==> config.mk <==
export PLATFORM = sky130hd
export DESIGN_NAME = ptw_mem_responder
export DESIGN_NICKNAME = d
export VERILOG_FILES = /design/src/rtl/ptw_mem_responder.sv
export SDC_FILE = /design/constraint.sdc
export NUM_CORES = 1
export LEC_CHECK = 0
export BUFFER_PORTS_ARGS = -buffer_cell sky130_fd_sc_hd__buf_4
export CORE_MARGIN = 4
export CORE_UTILIZATION = 59
export DETAILED_ROUTE_END_ITERATION = 8
export PLACE_DENSITY_LB_ADDON = 0.2
export SETUP_SLACK_MARGIN = 0.05
export SYNTH_ARGS = -nofsm -noshare
export SYNTH_HDL_FRONTEND = slang
export SYNTH_SLANG_ARGS = --single-unit
==> constraint.sdc <==
create_clock -name clk -period 14.3 [get_ports clk]
set_input_delay 2.86 -clock clk [delete_from_list [all_inputs] [get_ports clk]]
set_output_delay 2.86 -clock clk [all_outputs]
set_load 0.03 [all_outputs]
==> src/rtl/ptw_mem_responder.sv <==
// ---------------------------------------------------------------------------
// ptw_mem_responder
//
// Memory-side responder for the Sv39 page-table walker's PTE read port.
// Walker reads (ren/addr) are answered from a small direct-mapped PTE cache
// when possible; misses are fetched over a req/gnt/rvalid memory port with a
// single transaction outstanding. The walker is held off with mmu_stall until
// the one-cycle RESP state, in which rdata (and fault) are valid.
//
// Ports:
//   clk, rst        clock; synchronous active-low reset
//   ren, addr       walker read request and PTE physical address
//   rdata           PTE data, valid in the cycle mmu_stall=0 with ren=1
//   mmu_stall       high while the current walker read is unanswered
//   flush           invalidate all cache lines, abort the current request
//   fault           one-cycle pulse in RESP on misalignment / memory error
//   mem_req         memory read request (held until mem_gnt)
//   mem_addr        8-byte aligned memory read address
//   mem_gnt         request accepted this cycle
//   mem_rvalid      read data returned this cycle
//   mem_rdata       read data
//   mem_err         access error, qualified by mem_rvalid
// ---------------------------------------------------------------------------
module ptw_mem_responder #(
  parameter int unsigned CACHE_ENTRIES = 4
) (
  input  logic        clk,
  input  logic        rst,
  input  logic        ren,
  input  logic [63:0] addr,
  output logic [63:0] rdata,
  output logic        mmu_stall,
  input  logic        flush,
  output logic        fault,
  output logic        mem_req,
  output logic [63:0] mem_addr,
  input  logic        mem_gnt,
  input  logic        mem_rvalid,
  input  logic [63:0] mem_rdata,
  input  logic        mem_err
);

  localparam int unsigned IDX   = $clog2(CACHE_ENTRIES);
  localparam int unsigned TAG_W = 64 - IDX - 3;

  typedef enum logic [2:0] {
    S_IDLE  = 3'd0,
    S_REQ   = 3'd1,
    S_WAIT  = 3'd2,
    S_RESP  = 3'd3,
    S_DRAIN = 3'd4
  } state_e;

  state_e                   state_q, state_d;
  logic [63:0]              rdata_q, rdata_d;
  logic                     fault_q, fault_d;
  logic                     mem_req_q, mem_req_d;
  logic [63:0]              mem_addr_q, mem_addr_d;
  logic [CACHE_ENTRIES-1:0] valid_q, valid_d;
  logic [TAG_W-1:0]         tag_q  [CACHE_ENTRIES];
  logic [TAG_W-1:0]         tag_d  [CACHE_ENTRIES];
  logic [63:0]              data_q [CACHE_ENTRIES];
  logic [63:0]              data_d [CACHE_ENTRIES];

  logic [IDX-1:0]   req_idx_s;
  logic [TAG_W-1:0] req_tag_s;
  logic [IDX-1:0]   fill_idx_s;
  logic [TAG_W-1:0] fill_tag_s;
  logic             misaligned_s;
  logic             hit_s;
  logic             fill_s;

  assign req_idx_s    = addr[IDX+2:3];
  assign req_tag_s    = addr[63:IDX+3];
  assign fill_idx_s   = mem_addr_q[IDX+2:3];
  assign fill_tag_s   = mem_addr_q[63:IDX+3];
  assign misaligned_s = (addr[2:0] != 3'b000);
  // A flush in the same cycle invalidates the line, so it must not be served.
  assign hit_s        = valid_q[req_idx_s] && (tag_q[req_idx_s] == req_tag_s) && !flush;

  assign mmu_stall = ren && (state_q != S_RESP);
  assign rdata     = rdata_q;
  assign fault     = fault_q;
  assign mem_req   = mem_req_q;
  assign mem_addr  = mem_addr_q;

  // Next-state and registered-output logic of the request FSM.
  always_comb begin
    state_d    = state_q;
    rdata_d    = rdata_q;
    fault_d    = 1'b0;
    mem_req_d  = mem_req_q;
    mem_addr_d = mem_addr_q;
    fill_s     = 1'b0;
    case (state_q)
      S_IDLE: begin
        mem_req_d = 1'b0;
        if (ren) begin
          if (misaligned_s) begin
            state_d = S_RESP;
            rdata_d = 64'd0;
            fault_d = 1'b1;
          end else if (hit_s) begin
            state_d = S_RESP;
            rdata_d = data_q[req_idx_s];
          end else begin
            state_d    = S_REQ;
            mem_req_d  = 1'b1;
            mem_addr_d = {addr[63:3], 3'b000};
          end
        end else begin
          state_d = S_IDLE;
        end
      end
      S_REQ: begin
        if (!ren || flush) begin
          // Withdraw; a grant in this very cycle still owes us an rvalid.
          mem_req_d = 1'b0;
          state_d   = mem_gnt ? S_DRAIN : S_IDLE;
        end else if (mem_gnt) begin
          mem_req_d = 1'b0;
          state_d   = S_WAIT;
        end else begin
          mem_req_d = 1'b1;
        end
      end
      S_WAIT: begin
        mem_req_d = 1'b0;
        if (mem_rvalid) begin
          // The fill is independent of the walker; flush priority is applied in the cache update.
          fill_s = !mem_err;
          if (!ren || flush) begin
            state_d = S_IDLE;
          end else begin
            state_d = S_RESP;
            rdata_d = mem_err ? 64'd0 : mem_rdata;
            fault_d = mem_err;
          end
        end else if (!ren || flush) begin
          state_d = S_DRAIN;
        end else begin
          state_d = S_WAIT;
        end
      end
      S_RESP: begin
        mem_req_d = 1'b0;
        state_d   = S_IDLE;
      end
      S_DRAIN: begin
        mem_req_d = 1'b0;
        if (mem_rvalid) begin
          state_d = S_IDLE;
        end else begin
          state_d = S_DRAIN;
        end
      end
      default: begin
        mem_req_d = 1'b0;
        state_d   = S_IDLE;
      end
    endcase
  end

  // Cache line update: flush clears every valid bit and beats a concurrent fill.
  always_comb begin
    valid_d = valid_q;
    for (int i = 0; i < CACHE_ENTRIES; i++) begin
      tag_d[i]  = tag_q[i];
      data_d[i] = data_q[i];
    end
    if (flush) begin
      valid_d = '0;
    end else if (fill_s) begin
      valid_d[fill_idx_s] = 1'b1;
      tag_d[fill_idx_s]   = fill_tag_s;
      data_d[fill_idx_s]  = mem_rdata;
    end else begin
      valid_d = valid_q;
    end
  end

  // Control and output registers with synchronous active-low reset.
  always_ff @(posedge clk) begin
    if (!rst) begin
      state_q    <= S_IDLE;
      rdata_q    <= 64'd0;
      fault_q    <= 1'b0;
      mem_req_q  <= 1'b0;
      mem_addr_q <= 64'd0;
      valid_q    <= '0;
    end else begin
      state_q    <= state_d;
      rdata_q    <= rdata_d;
      fault_q    <= fault_d;
      mem_req_q  <= mem_req_d;
      mem_addr_q <= mem_addr_d;
      valid_q    <= valid_d;
    end
  end

  // Cache tag/data storage; contents are qualified by valid_q, so no reset.
  always_ff @(posedge clk) begin
    for (int i = 0; i < CACHE_ENTRIES; i++) begin
      tag_q[i]  <= tag_d[i];
      data_q[i] <= data_d[i];
    end
  end

endmodule
Yosys cells after proc, flatten, opt, wreduce, memory -nomap -nowiden
Memories as Yosys holds them, arrays and structs flattened.
Index checks and enable logic that the tools add are counted.
{"block": "word_totals", "ff_bits": 134, "word_cells": 88, "ramBits": 492, "memories": 2, "out_inout_bits": 131}
{"name": "data_q", "words": 4, "word_bits": 64, "read_ports": 5, "rd_ports_with_merged_regs": 0, "wr": 4, "line_no": "62", "source": "logic [63:0] data_q [CACHE_ENTRIES];"}
{"name": "tag_q", "words": 4, "word_bits": 59, "read_ports": 5, "rd_ports_with_merged_regs": 0, "wr": 4, "line_no": "60", "source": "logic [TAG_W-1:0] tag_q [CACHE_ENTRIES];"}
{"block": "classes", "n_reduce_logical": 15, "muxes": 45, "n_bitwise": 5, "order_cmp": 5, "n_eq_ne": 10}
{"cell": "$mux W256", "n": 2}
{"cell": "$mux W236", "n": 2}
{"cell": "$mux W64", "n": 7}
{"cell": "$bwmux W256", "n": 1}
{"cell": "$bwmux W236", "n": 1}
{"cell": "$demux W64 S2", "n": 1}
{"cell": "$pmux W64 S2", "n": 1}
{"cell": "$demux W59 S2", "n": 1}
{"cell": "$eq A59 B59 Y1", "n": 1}
{"cell": "$mux W59", "n": 1}
{"cell": "$mux W3", "n": 7}
{"cell": "$mux W1", "n": 13}
{"cell": "$pmux W3 S4", "n": 1}
{"cell": "$lt A2 B3 Y1 const B", "n": 2}
{"cell": "$mux W2", "n": 3}
{"cell": "$ne A2 B2 Y1 const B", "n": 3}
{"cell": "$ne A3 B3 Y1 const B", "n": 2}
{"cell": "$logic_and A1 B1 Y1", "n": 5}
{"cell": "$reduce_and A5 Y1", "n": 1}
{"cell": "$or A4 B4 Y4", "n": 1}
{"cell": "$pmux W1 S2", "n": 2}
{"cell": "$reduce_and A4 Y1", "n": 1}
{"cell": "$eq A3 B1 Y1 const B", "n": 1}
{"cell": "$eq A3 B2 Y1 const B", "n": 1}
{"cell": "other kinds (15)", "n": 19}

Longest topological paths before layout
{"block": "depth", "depth_word": 8, "depth_mapped": 15}

Least setup slack after synthesis
No wires, ideal clock.
{"block": "synth_path", "path_type": "input port to flip-flop", "start": "input port mem_err", "end": "memory data_q[0][0], enable pin", "setup_time_ns": 0.755, "setup_slack_ns": 1.390, "t_arrival_ns": 12.155, "path_stages": 5, "cell_sequence": "nor2_1 > clkbuf_1 > buf_1 > nand2_1 > nor3_1"}
{"element": "from (decl)", "line_no": "40", "source": "input logic mem_err"}
{"element": "to (decl)", "line_no": "62"}

Final worst setup path
{"block": "layout_path", "start": "input port addr[3]", "end": "register rdata_q[59] (netlist: rdata[59])"}
{"block": "layout_via", "elab_chain_cells": 6}
{"element": "from (decl)", "line_no": "30", "source": "input logic [63:0] addr,"}
{"element": "$mem_v2 Z4 W59 / $bmux W1 S2 (equally long branches)"}
{"element": "$eq A59 B59 Y1 / $mux W1 (equally long branches)", "line_no": "79", "source": "assign hit_s = valid_q[req_idx_s] && (tag_q[req_idx_s] == req_tag_s) && !flush;"}
{"element": "$logic_and A1 B1 Y1 (2 in series)", "line_no": "79"}
{"element": "$ne A3 B3 Y1 (no line)"}
{"element": "$reduce_and A5 Y1 (no line)"}
{"element": "to (signal assigned)", "line_no": "193", "source": "rdata_q <= rdata_d;"}
{"element": "to (decl)", "line_no": "55", "source": "logic [63:0] rdata_q, rdata_d;"}
Several ways; a longest one is shown, not always the timed one. The select of a mux whose other input is x is not followed.
A chain may end at the register's enable or synchronous reset.

==> run metrics <==
Final min period=~6500 ps; # DRC=0; asr flop ratio synth=0%; leakage=between 10 and 15 nW; hpwl dp=34400 um; via count=roughly 14000; maximum clock path buffer count=3; Final Hold Viols=0; fin util=~70%; max_slew headroom=roughly 22%; worst hold path type=flip-flop to flip-flop; Initial DRC Count=1155; drt via density=6.07; FF+latch count, synth=626; Worst Path Arrival=approximately 7000 ps; measured slew at the worst slew-check pin=1160 ps; Avg Cell Area, Syn=about 17 um^2; worst hold path startpoint=rdata[42]; pin count of the biggest net entering global routing=about 120; grt ovf=0; # Max-Cap Violations=0; Initial Utilization=59.8%; share of layout cells above drive strength 1=about 29%; Setup crit end kind=flip-flop; Final nets=between 1500 and 2000; Worst Path Required=14750 ps; FF-to-FF path depth=8; part of the cycle the worst path needs=45.6%; Ports=about 270; drt pass-1 iters=5; cts repair resizes=0; layout overhead on the synthesized area=17.2%; library cells used by synthesis=62; clock network power share=a little over two fifths; total power=3.83 mW; final setup TNS=0 ps; VDD IR max=0.0921 mV; leading area contributor after synthesis=edfxtp_1; RR Endpoint=rdata[59]; run status=finished, final reports clean; reg-to-reg slack, setup=roughly 11000 ps; largest fanout on the critical path=64; clock skew=about 17 ps; post-synth top area share=roughly 60%; DRT Wirelength=56500 um; internal power=about 3.0 mW; Clk pin slew, worst setup/hold paths=about 60 ps; H-tree depth=2; CP startpoint=addr[3]; Sw Ratio=about a fifth; clock root cell=clkbuf_16; Post-synth EDFFs=between 400 and 500; worst-skew pair later-pin latency=between 600 and 700 ps; largest cells by area after synthesis=edfxtp_1 (59%), dfxtp_1 (11%), mux4_2 (9.9%); Core Area=roughly 42000 um^2; CTS Buf Count=61; Gate power share=under 10%; Switching Power=about 0.81 mW; Die W=roughly 210 um; Worst R2R Start=tag_q[0][47]; DR WL/cell=roughly 24 um; global-route wire length before repair=about 87000 um; sequential share of power=51.6%; Max Fclk=between 0.15 and 0.2 GHz; crit path to=rdata[59]; RSZ-0062 raised after global routing=false; startpoint type of the worst setup path=input pin; Fillers=around 2700; initial antenna violation count=4; register area share after synthesis=slightly below 70%; final setup vio count=0; vias in the first global route=approximately 14000; power density cells=130 nW/um^2; Die Y=between 200 and 250 um; synthesized instance count=roughly 1500; CTS sink count=~630; Placement Rows=75; Slew Viols, Final=0; GP Congestion=0.948; top_reg_cell synth=edfxtp_1; Post-Syn Area=between 20000 and 30000 um^2; Syn. warnings=0; PortBufs=approximately 260; Routed Antenna Nets=0; Post-CTS Setup Inserts=0; all-layer global routing usage=approximately a quarter; WS Path Type=input pin to flip-flop; # hold bufs at CTS=0; Die ar.=~46000 um^2; TritonCTS clock tree=done
[worst max-delay path: stages]
cell       delay [ps]
clkbuf_8          520
buf_4             620
mux4_2            640
nand2_1           100
o2111ai_1         100
a2111o_1          390
nor3_1            310
nand4_1           270
a211o_4           810
mux2i_1           250
[metal layers]
| layer | global-route usage, % | routed length (um) | vias up |
|---|---|---|---|
| met1 | 33.7 | 22900 | 7125 |
| met3 | 5.93 | 4650 | 112 |
| li1 | - | - | 6262 |
| met5 | 0 | 41 | - |
| met4 | 8.15 | 1680 | 6 |
| met2 | 38.4 | 27200 | 579 |
[worst min path at each step]
stage / endpoint / slack, ps / cells after the start
floorplan: valid_q[2] / 430 / 2
global placement: rdata[40] / 450 / 2
detailed placement: rdata[63] / 450 / 2
CTS: rdata[42] / 460 / 2
global route: rdata[63] / 480 / 2
finish: rdata[42] / 460 / 2
[cells by family after synthesis]
group,synth area share [%]
muxes,16.9
AOI/OAI and AO/OA,4.22
xor gates and xnor gates,1.45
and+or+nand+nor,5.43
other,0.0149
DFF,69.2
buffers and inverters,2.71
[flip-flops by register name, indices dropped and copies added (netlist names)]
name and count:
mem_req 1, state_q 3, tag_q 236, data_q 256, rdata 64, mem_addr 61, fault 1, valid_q 4
[cell type report]
| class | count | area (um^2) | area share (%) |
|---|---|---|---|
| Tap cell | 539 | 674 | 2.28 |
| Timing Repair Buffer | 279 | 2130 | 7.22 |
| Clock inverter | 29 | 251 | 0.851 |
| Inverter | 21 | 78.8 | 0.267 |
| Clock buffer | 87 | 1800 | 6.09 |
| Antenna cell | 1 | 2.50 | 0.00847 |
| Multi-Input combinational cell | 737 | 7140 | 24.2 |
| Sequential cell | 626 | 17500 | 59.1 |
[power groups by stage]
stage	Clock [mW]	Sequential, mW	Combinational (mW)
after floorplan	0	2.03	0.148
after global placement	0	2.01	0.250
after detailed placement	0	2.02	0.253
after CTS	1.63	1.98	0.255
after global routing	1.71	1.98	0.270
final	1.60	1.98	0.253
[placed cells by master (no fill, tap or decap), types with 12 or more instances in the layout]
cell and count:
clkbuf_8 12, nand4_1 18, inv_1 20, edfxtp_1 492, dfxtp_1 134, xnor2_1 36, clkbuf_1 12, mux2i_1 155
buf_4 274, mux4_2 111, nand2_1 146, clkbuf_16 64, clkinv_2 14, nor2_1 16, nor2b_1 68, a22o_1 64
[synthesized netlist by cell type (all sizes together) (6+ instances only)]
cell type	n
nand4	18
mux4	115
edfxtp	492
dlygate4sd1	13
a22o	64
inv	20
nor2	17
mux2	10
xnor2	37
mux2i	155
clkbuf	23
nor3	6
nand2	146
dfxtp	134
buf	48
nor2b	68
o22ai	11
a21oi	7
[per-stage QoR]
stage               instance area [um^2]  std cells  setup WS (ps)  hold WS [ps]
finish                             29500       2319           7780           456
CTS                                29500       2318           7710           462
global placement                   27500       2202           7120           446
floorplan                          25200       1468           1390           435
detailed placement                 27500       2202           7060           453
global route                       29500       2319           7470           479
No activity file was read; power rests on OpenSTA's default activity.
